File: config.mk
export PLATFORM = sky130hd
export DESIGN_NAME = cellrv32_cpu_cp_muldiv_gen2_flat
export DESIGN_NICKNAME = d
export VERILOG_FILES = /design/src/rtl/cellrv32_cpu_cp_muldiv_gen2_if.sv /design/src/rtl/cellrv32_cpu_cp_muldiv_gen2.sv /design/src/flat_wrapper.sv
export SDC_FILE = /design/constraint.sdc
export NUM_CORES = 2
export LEC_CHECK = 0
export BUFFER_PORTS_ARGS = -buffer_cell sky130_fd_sc_hd__buf_2
export CORE_ASPECT_RATIO = 1.1
export CORE_MARGIN = 3
export CORE_UTILIZATION = 40
export DETAILED_ROUTE_END_ITERATION = 12
export GPL_TIMING_DRIVEN = 1
export PLACE_DENSITY_LB_ADDON = 0.2
export SLEW_MARGIN = 25
export SYNTH_ARGS = -nofsm -noshare
export SYNTH_HDL_FRONTEND = slang
export SYNTH_SLANG_ARGS = --single-unit
File: constraint.sdc
create_clock -name clk_i -period 9.85 [get_ports clk_i]
set_input_delay 1.97 -clock clk_i [delete_from_list [all_inputs] [get_ports clk_i]]
set_output_delay 1.97 -clock clk_i [all_outputs]
set_load 0.005 [all_outputs]
File: src/rtl/cellrv32_cpu_cp_muldiv_gen2_if.sv
// Handshake/operand bundle between the CPU core and the mul/div co-processor.
//   start_i  : launch an operation (sampled only while the unit is idle)
//   funct3_i : operation select (MUL/MULH/MULHSU/MULHU/DIV/DIVU/REM/REMU)
//   trap_i   : abort a running iterative operation
//   rs1_i    : multiplicand / dividend
//   rs2_i    : multiplier / divisor
//   res_o    : result, forced to zero except while valid_o is high
//   valid_o  : one-cycle result strobe
//   busy_o   : unit is not idle
interface cellrv32_cpu_cp_muldiv_gen2_if #(
  parameter int XLEN = 32
);
  logic            start_i;
  logic [2:0]      funct3_i;
  logic            trap_i;
  logic [XLEN-1:0] rs1_i;
  logic [XLEN-1:0] rs2_i;
  logic [XLEN-1:0] res_o;
  logic            valid_o;
  logic            busy_o;

  modport master (output start_i, funct3_i, trap_i, rs1_i, rs2_i,
                  input  res_o, valid_o, busy_o);
  modport slave  (input  start_i, funct3_i, trap_i, rs1_i, rs2_i,
                  output res_o, valid_o, busy_o);
endinterface

File: src/rtl/cellrv32_cpu_cp_muldiv_gen2.sv
// RISC-V M-extension co-processor: multiply (single-cycle parallel or serial
// radix-4 Booth) and restoring divide with DIV_STEP quotient bits per cycle.
// Ports:
//   clk_i : clock, rising edge
//   rst_i : asynchronous active-high reset
//   bus   : slave side of cellrv32_cpu_cp_muldiv_gen2_if (start/funct3/trap/
//           rs1/rs2 in, res/valid/busy out)
module cellrv32_cpu_cp_muldiv_gen2 #(
  parameter int XLEN        = 32,
  parameter int FAST_MUL_EN = 1,
  parameter int DIVISION_EN = 1,
  parameter int DIV_STEP    = 2
) (
  input  logic                          clk_i,
  input  logic                          rst_i,
  cellrv32_cpu_cp_muldiv_gen2_if.slave  bus
);

  localparam int CW = $clog2(XLEN);
  localparam int W2 = 2 * XLEN;
  localparam logic [XLEN-1:0] SMIN = {1'b1, {(XLEN-1){1'b0}}};

  typedef enum logic [1:0] {S_IDLE, S_BUSY, S_DONE} state_t;

  state_t          state_q, state_d;
  logic [CW-1:0]   cnt_q, cnt_d;
  logic [2:0]      op_q, op_d;
  logic [XLEN-1:0] rs1_q, rs1_d, rs2_q, rs2_d;
  logic [W2-1:0]   acc_q, acc_d, mcand_q, mcand_d;
  logic [XLEN-1:0] mplr_q, mplr_d;
  logic            mprev_q, mprev_d;
  logic [XLEN-1:0] quo_q, quo_d, rmd_q, rmd_d, dvs_q, dvs_d;
  logic [XLEN-1:0] res_q, res_d;
  logic            valid_q, valid_d;

  function automatic logic sgn1(input logic [2:0] f);
    return (f == 3'b001) || (f == 3'b010) || (f[2] && !f[0]);
  endfunction

  function automatic logic sgn2(input logic [2:0] f);
    return (f == 3'b001) || (f[2] && !f[0]);
  endfunction

  // Sign- or zero-extension to the full product width.
  function automatic logic [W2-1:0] ext2(input logic [XLEN-1:0] v, input logic s);
    return {{XLEN{s & v[XLEN-1]}}, v};
  endfunction

  function automatic logic [XLEN-1:0] mag(input logic [XLEN-1:0] v, input logic s);
    return (s && v[XLEN-1]) ? ('0 - v) : v;
  endfunction

  // Divide-by-zero and signed overflow skip the iterative core.
  function automatic logic div_special(input logic [2:0] f,
                                       input logic [XLEN-1:0] a, b);
    return (b == '0) || (!f[0] && (a == SMIN) && (b == '1));
  endfunction

  // One radix-4 Booth digit {b[2k+1], b[2k], b[2k-1]} applied to the accumulator.
  function automatic logic [W2-1:0] booth_add(input logic [W2-1:0] acc, m,
                                               input logic [2:0] bits);
    case (bits)
      3'b001, 3'b010: return acc + m;
      3'b011:         return acc + (m << 1);
      3'b100:         return acc - (m << 1);
      3'b101, 3'b110: return acc - m;
      default:        return acc;
    endcase
  endfunction

  logic                 start_direct;
  logic [W2-1:0]        booth_init;
  logic signed [W2-1:0] fast_a, fast_b, fast_prod;
  logic [W2-1:0]        prod;
  logic [XLEN:0]        div_t;
  logic [XLEN-1:0]      div_r, div_q, quo_c, rem_c, done_res;
  logic                 neg_q, neg_r;

  assign start_direct = bus.funct3_i[2]
                      ? ((DIVISION_EN == 0) || div_special(bus.funct3_i, bus.rs1_i, bus.rs2_i))
                      : (FAST_MUL_EN != 0);

  // Zero-extended rs2 carries one extra Booth digit above the top of the
  // operand; it equals rs2[XLEN-1] and is folded into the initial accumulator.
  assign booth_init = (!sgn2(bus.funct3_i) && bus.rs2_i[XLEN-1])
                    ? (ext2(bus.rs1_i, sgn1(bus.funct3_i)) << XLEN) : '0;

  assign fast_a    = signed'(ext2(rs1_q, sgn1(op_q)));
  assign fast_b    = signed'(ext2(rs2_q, sgn2(op_q)));
  assign fast_prod = fast_a * fast_b;

  // DIV_STEP restoring-division steps per cycle.
  always_comb begin
    div_r = rmd_q;
    div_q = quo_q;
    div_t = '0;
    for (int i = 0; i < DIV_STEP; i++) begin
      div_t = {div_r, div_q[XLEN-1]};
      div_q = {div_q[XLEN-2:0], 1'b0};
      if (div_t >= {1'b0, dvs_q}) begin
        div_t    = div_t - {1'b0, dvs_q};
        div_q[0] = 1'b1;
      end
      div_r = div_t[XLEN-1:0];
    end
  end

  always_comb begin
    prod  = (FAST_MUL_EN != 0) ? fast_prod : acc_q;
    neg_q = !op_q[0] && (rs1_q[XLEN-1] ^ rs2_q[XLEN-1]);
    neg_r = !op_q[0] && rs1_q[XLEN-1];
    quo_c = neg_q ? ('0 - quo_q) : quo_q;
    rem_c = neg_r ? ('0 - rmd_q) : rmd_q;
    if (!op_q[2])
      done_res = (op_q[1:0] == 2'b00) ? prod[XLEN-1:0] : prod[W2-1:XLEN];
    else if (DIVISION_EN == 0)
      done_res = '0;
    else if (rs2_q == '0)
      done_res = op_q[1] ? rs1_q : '1;
    else if (div_special(op_q, rs1_q, rs2_q))
      done_res = op_q[1] ? '0 : SMIN;
    else
      done_res = op_q[1] ? rem_c : quo_c;
  end

  always_comb begin
    state_d = state_q;
    cnt_d   = cnt_q;
    op_d    = op_q;
    rs1_d   = rs1_q;
    rs2_d   = rs2_q;
    acc_d   = acc_q;
    mcand_d = mcand_q;
    mplr_d  = mplr_q;
    mprev_d = mprev_q;
    quo_d   = quo_q;
    rmd_d   = rmd_q;
    dvs_d   = dvs_q;
    res_d   = '0;
    valid_d = 1'b0;
    case (state_q)
      S_IDLE: begin
        if (bus.start_i) begin
          op_d  = bus.funct3_i;
          rs1_d = bus.rs1_i;
          rs2_d = bus.rs2_i;
          if (start_direct) begin
            state_d = S_DONE;
          end else begin
            state_d = S_BUSY;
            if (bus.funct3_i[2]) begin
              cnt_d = CW'(XLEN / DIV_STEP - 1);
              quo_d = mag(bus.rs1_i, sgn1(bus.funct3_i));
              dvs_d = mag(bus.rs2_i, sgn2(bus.funct3_i));
              rmd_d = '0;
            end else begin
              cnt_d   = CW'(XLEN / 2 - 1);
              acc_d   = booth_init;
              mcand_d = ext2(bus.rs1_i, sgn1(bus.funct3_i));
              mplr_d  = bus.rs2_i;
              mprev_d = 1'b0;
            end
          end
        end
      end
      S_BUSY: begin
        if (bus.trap_i) begin
          state_d = S_IDLE;
        end else begin
          if (op_q[2]) begin
            quo_d = div_q;
            rmd_d = div_r;
          end else begin
            acc_d   = booth_add(acc_q, mcand_q, {mplr_q[1:0], mprev_q});
            mcand_d = mcand_q << 2;
            mplr_d  = mplr_q >> 2;
            mprev_d = mplr_q[1];
          end
          if (cnt_q == '0) state_d = S_DONE;
          else             cnt_d   = cnt_q - 1'b1;
        end
      end
      S_DONE: begin
        state_d = S_IDLE;
        valid_d = 1'b1;
        res_d   = done_res;
      end
      default: state_d = S_IDLE;
    endcase
  end

  always_ff @(posedge clk_i or posedge rst_i) begin
    if (rst_i) begin
      state_q <= S_IDLE;
      cnt_q   <= '0;
      op_q    <= '0;
      rs1_q   <= '0;
      rs2_q   <= '0;
      acc_q   <= '0;
      mcand_q <= '0;
      mplr_q  <= '0;
      mprev_q <= 1'b0;
      quo_q   <= '0;
      rmd_q   <= '0;
      dvs_q   <= '0;
      res_q   <= '0;
      valid_q <= 1'b0;
    end else begin
      state_q <= state_d;
      cnt_q   <= cnt_d;
      op_q    <= op_d;
      rs1_q   <= rs1_d;
      rs2_q   <= rs2_d;
      acc_q   <= acc_d;
      mcand_q <= mcand_d;
      mplr_q  <= mplr_d;
      mprev_q <= mprev_d;
      quo_q   <= quo_d;
      rmd_q   <= rmd_d;
      dvs_q   <= dvs_d;
      res_q   <= res_d;
      valid_q <= valid_d;
    end
  end

  assign bus.res_o   = res_q;
  assign bus.valid_o = valid_q;
  assign bus.busy_o  = (state_q != S_IDLE);

endmodule
File: src/flat_wrapper.sv
// flat-port wrapper written by rule: the top's interface ports become plain ports
module cellrv32_cpu_cp_muldiv_gen2_flat 
#(
  parameter int XLEN        = 32,
  parameter int FAST_MUL_EN = 1,
  parameter int DIVISION_EN = 1,
  parameter int DIV_STEP    = 2
)
  (clk_i, rst_i, bus_start_i, bus_funct3_i, bus_trap_i, bus_rs1_i, bus_rs2_i, bus_res_o, bus_valid_o, bus_busy_o);
  cellrv32_cpu_cp_muldiv_gen2_if #(.XLEN(XLEN)) bus_i ();
  input  logic clk_i;
  input  logic rst_i;
  input wire logic [$bits(bus_i.start_i)-1:0] bus_start_i;
  input wire logic [$bits(bus_i.funct3_i)-1:0] bus_funct3_i;
  input wire logic [$bits(bus_i.trap_i)-1:0] bus_trap_i;
  input wire logic [$bits(bus_i.rs1_i)-1:0] bus_rs1_i;
  input wire logic [$bits(bus_i.rs2_i)-1:0] bus_rs2_i;
  output wire logic [$bits(bus_i.res_o)-1:0] bus_res_o;
  output wire logic [$bits(bus_i.valid_o)-1:0] bus_valid_o;
  output wire logic [$bits(bus_i.busy_o)-1:0] bus_busy_o;
  assign bus_i.start_i = bus_start_i;
  assign bus_i.funct3_i = bus_funct3_i;
  assign bus_i.trap_i = bus_trap_i;
  assign bus_i.rs1_i = bus_rs1_i;
  assign bus_i.rs2_i = bus_rs2_i;
  assign bus_res_o = bus_i.res_o;
  assign bus_valid_o = bus_i.valid_o;
  assign bus_busy_o = bus_i.busy_o;
  cellrv32_cpu_cp_muldiv_gen2 #(.XLEN(XLEN), .FAST_MUL_EN(FAST_MUL_EN), .DIVISION_EN(DIVISION_EN), .DIV_STEP(DIV_STEP)) u_core (.clk_i(clk_i), .rst_i(rst_i), .bus(bus_i));
endmodule
==> results.cfg <==
[timing]
final_max_slew_viol_count = 0
fin_setup_tns_ns = 0
fmax_mhz = 106.1
period_share_pct = 95.66
relative_slew_slack_pct = 20.38
rsz0062_at_grt = false
fin_crit_ns = 9.422
hold_viol_final = 0
fin_worst_skew_ns = 0.01830
setup-violations-final = 0
worst_slew_pin_slew_ns = 1.194

[layout]
num-nets-final = 7595
post_route_cells_drive_above_1_share_pct = 7.189
final-instance-count-excl-fill = 7922
syn_to_layout_area_delta_pct = 6.501

[global_routing]
met2_usage_pct = 45.59
grt_start_max_net_pins = 97
groute.usage.overall_pct = 28.57
antenna_found_initial = 25
grt_pass1_vias = 46310
wire_length_of_the_first_global_routing_pass_mm = 298.5
grt.met1_usage_pct = 38.06
busiest_layer = met2
overflow = 0
grt_util_met3_pct = 5.634

[worst_setup_path]
reg2reg_slack_ns = 0.43
cp_top_family = adder cells
reg2reg_to = u_core.bus.res_o[28]$_DFF_PP0_
worst_ep_arrival_time_ns = 9.92
reg2reg_depth = 25
slowest_delay_ns = 1.13
cp-start-kind = flip-flop
timing_worst_setup_path_type = reg -> reg
critPathSlowestCell = sky130_fd_sc_hd__dfrtp_1
critical_path.n_buffers_inverters = 5
crit_path_end_kind = flip-flop
cp.required_ns = 10.35
regToRegStartpoint = u_core.rs2_q[9]$_DFFE_PP0P_
cell_occurring_most_often_along_the_worst_timing_path = sky130_fd_sc_hd__fa_1
crit_fanout = 16

[synthesis]
ys_seq_area_share_pct = 9.392
syn_warnings = 0
syn_avg_cell_area_um2 = 8.712
synth_ff_type = sky130_fd_sc_hd__dfrtp_1
ys_ff_latch = 203
syn_area_um2 = 54080
syn_nets = 7690
synthesis.instances = 6208
synth-edff-count = 0
async_flop_share_pct = 100.0
synth_cell_type_count = 86

[min_path]
min_path_cells = 1
worstHoldEndpoint = u_core.cnt_q[0]$_DFFE_PP0P_
min_from = u_core.cnt_q[0]$_DFFE_PP0P_
timing.hold.worst.class = reg -> reg

[drt]
drtPass1Iterations = 8
drt-total-wl_mm = 196.3
num_vias = 43640
routedWlPerCell_um = 24.78
detail_route.iter0.violations = 3548
detail-route-antenna-nets = 0
routed_via_density = 5.509
drc = 0

[die]
floorplan.core_area_um2 = 133300
die_h_um = 391.7
number_of_placed_i_o_pins = 105
die_w_um = 356.6
die_area_um2 = 139700
std_cell_rows = 140
start_util_pct = 40.57

[cts]
post-cts-setup-buffers = 0
cts_hold_repair.buffers = 0
tritoncts.num_buffers = 27
cts-htree-levels = 1
root_buffer = sky130_fd_sc_hd__clkbuf_16
clock-sinks = 203
cts.reportedPaths.clkPinSlew_ns = 0.06
cts_max_path_buffers = 3
clock_latency_late_sink_ns = 0.59
gates_resized_cts_repair = 0
cts_tree = yes

[placed_design]
dpl.cell_count = 7859
place.port_buffers = 104
hpwlAfterDp_mm = 159.2
gp_routability_congestion = 1.019

[run]
cap_violations = 0

[outcome]
status = finished, final reports clean
worst max path at each step:
stage | slack (ns) | depth (start not counted) | from | endpoint
floorplan | 0.84 | 32 | u_core.op_q[0]$_DFFE_PP0P_ | u_core.bus.res_o[29]$_DFF_PP0_
global placement | 0.79 | 26 | u_core.rs2_q[10]$_DFFE_PP0P_ | u_core.bus.res_o[28]$_DFF_PP0_
detailed placement | 0.65 | 27 | u_core.op_q[1]$_DFFE_PP0P_ | u_core.bus.res_o[29]$_DFF_PP0_
CTS | 0.63 | 27 | u_core.op_q[1]$_DFFE_PP0P_ | u_core.bus.res_o[29]$_DFF_PP0_
global route | 0.13 | 29 | u_core.op_q[2]$_DFFE_PP0P_ | u_core.bus.res_o[28]$_DFF_PP0_
finish | 0.43 | 25 | u_core.rs2_q[9]$_DFFE_PP0P_ | u_core.bus.res_o[28]$_DFF_PP0_
state kept, by name, indices dropped and copies added (netlist names):
name                count
u_core.rmd_q           32
u_core.op_q             3
u_core.dvs_q           32
u_core.bus.valid_o      1
u_core.quo_q           32
u_core.cnt_q            5
u_core.bus.res_o       32
u_core.state_q          2
u_core.rs2_q           32
u_core.rs1_q           32
kinds of logic after synthesis:
kind of cell / share of synthesized area [%]
muxes: 1.860
DFF: 9.392
and+or+nand+nor: 15.53
adders and majority gates: 48.29
xor gates and xnor gates: 3.773
AOI/OAI and AO/OA: 9.709
buffers and inverters: 11.45
layer usage:
layer | part of all wire, % | wire length (µm) | up-vias
li1 | - | - | 18860
met1 | 41 | 80320 | 22570
met2 | 45 | 89270 | 1801
met3 | 8.7 | 17030 | 401
met4 | 4.9 | 9612 | 14
met5 | 0.054 | 106 | -
synth_stat cells, drive strengths merged (21+ instances only):
library cell / instances / area share, %
inv: 1250 / 8.7
fa: 1127 / 42
nand2: 953 / 6.6
clkbuf: 351 / 2.4
and2: 325 / 3.8
ha: 284 / 6.6
a21oi: 269 / 2.5
o21ai: 215 / 2.0
nor2: 214 / 1.5
dfrtp: 203 / 9.4
xnor2: 140 / 2.3
xor2: 93 / 1.5
a21o: 69 / 0.96
mux2: 68 / 1.4
nor3: 55 / 0.53
nand3: 39 / 0.37
nand4: 38 / 0.44
nor4: 37 / 0.50
a211oi: 32 / 0.44
o31ai: 31 / 0.43
a31oi: 30 / 0.36
buf: 28 / 0.32
nand2b: 25 / 0.29
mux2i: 24 / 0.44
and3: 22 / 0.26
or2: 21 / 0.24
worst reg2reg max path, cell delays in order (launching register included):
cell and delay (ns):
sky130_fd_sc_hd__dfrtp_1 1.13, sky130_fd_sc_hd__buf_4 0.41, sky130_fd_sc_hd__and2_1 0.19, sky130_fd_sc_hd__fa_1 0.42
sky130_fd_sc_hd__fa_1 0.53, sky130_fd_sc_hd__fa_1 0.55, sky130_fd_sc_hd__inv_1 0.05, sky130_fd_sc_hd__fa_1 0.49
sky130_fd_sc_hd__inv_1 0.05, sky130_fd_sc_hd__fa_1 0.53, sky130_fd_sc_hd__inv_1 0.08, sky130_fd_sc_hd__fa_1 0.40
sky130_fd_sc_hd__fa_1 0.52, sky130_fd_sc_hd__inv_1 0.05, sky130_fd_sc_hd__fa_1 0.48, sky130_fd_sc_hd__ha_1 0.33
sky130_fd_sc_hd__a21oi_1 0.44, sky130_fd_sc_hd__o21bai_1 0.20, sky130_fd_sc_hd__a211oi_1 0.27, sky130_fd_sc_hd__nor2_1 0.12
sky130_fd_sc_hd__o311ai_1 0.80, sky130_fd_sc_hd__a211oi_1 0.26, sky130_fd_sc_hd__o211ai_1 0.44, sky130_fd_sc_hd__a211oi_1 0.18
sky130_fd_sc_hd__o211ai_1 0.20, sky130_fd_sc_hd__nor3b_1 0.21
placed cells by master (no fill, tap or decap), types with 19 or more instances in the layout:
cell                        instances
sky130_fd_sc_hd__o21a_1            20
sky130_fd_sc_hd__or2_2             21
sky130_fd_sc_hd__and2_1           325
sky130_fd_sc_hd__mux2_2            68
sky130_fd_sc_hd__xor2_1            93
sky130_fd_sc_hd__fa_1            1127
sky130_fd_sc_hd__or4_1             19
sky130_fd_sc_hd__o21ai_1           27
sky130_fd_sc_hd__dfrtp_1          184
sky130_fd_sc_hd__nand4_1           38
sky130_fd_sc_hd__a221oi_1          19
sky130_fd_sc_hd__a211oi_1          32
sky130_fd_sc_hd__a21o_1            69
sky130_fd_sc_hd__buf_4            142
sky130_fd_sc_hd__clkbuf_16         27
sky130_fd_sc_hd__buf_2            104
sky130_fd_sc_hd__a21oi_1          267
sky130_fd_sc_hd__inv_1           1249
sky130_fd_sc_hd__nand2_1          951
sky130_fd_sc_hd__ha_1             284
sky130_fd_sc_hd__nand2b_1          25
sky130_fd_sc_hd__nor4_1            33
sky130_fd_sc_hd__nor3_1            53
sky130_fd_sc_hd__o31ai_1           31
sky130_fd_sc_hd__a31oi_1           29
sky130_fd_sc_hd__or3_1             19
sky130_fd_sc_hd__nand3_1           38
sky130_fd_sc_hd__and3_1            21
sky130_fd_sc_hd__dfrtp_2           19
sky130_fd_sc_hd__nor2_1           211
sky130_fd_sc_hd__mux2i_1           24
sky130_fd_sc_hd__o21ai_0          187
sky130_fd_sc_hd__xnor2_1          140
through the flow:
stage	setup WS (ns)	area (µm²)	util (%)	hold WS, ns
after global routing	0.1271	57570	43.19	0.5219
final	0.4280	57600	43.21	0.4901
after CTS	0.6314	57560	43.18	0.4923
after floorplan	0.8437	54080	-	0.4498
after global placement	0.7918	56610	42.47	0.4645
after detailed placement	0.6522	56620	42.48	0.4748
area by class of cell:
type	count	area [µm²]
tap	1775	2221
fill	13200	75700
timing repair buffer	255	1758
clock buffer	36	729.5
antenna	13	32.53
clock inverter	14	206.4
sequential	203	5104
inverter	1251	4703
multi-input combinational	4375	42850
Power is left out: the tool's default activity adds up to more than one toggle a clock period on the data nets, which glitch-free logic cannot reach.
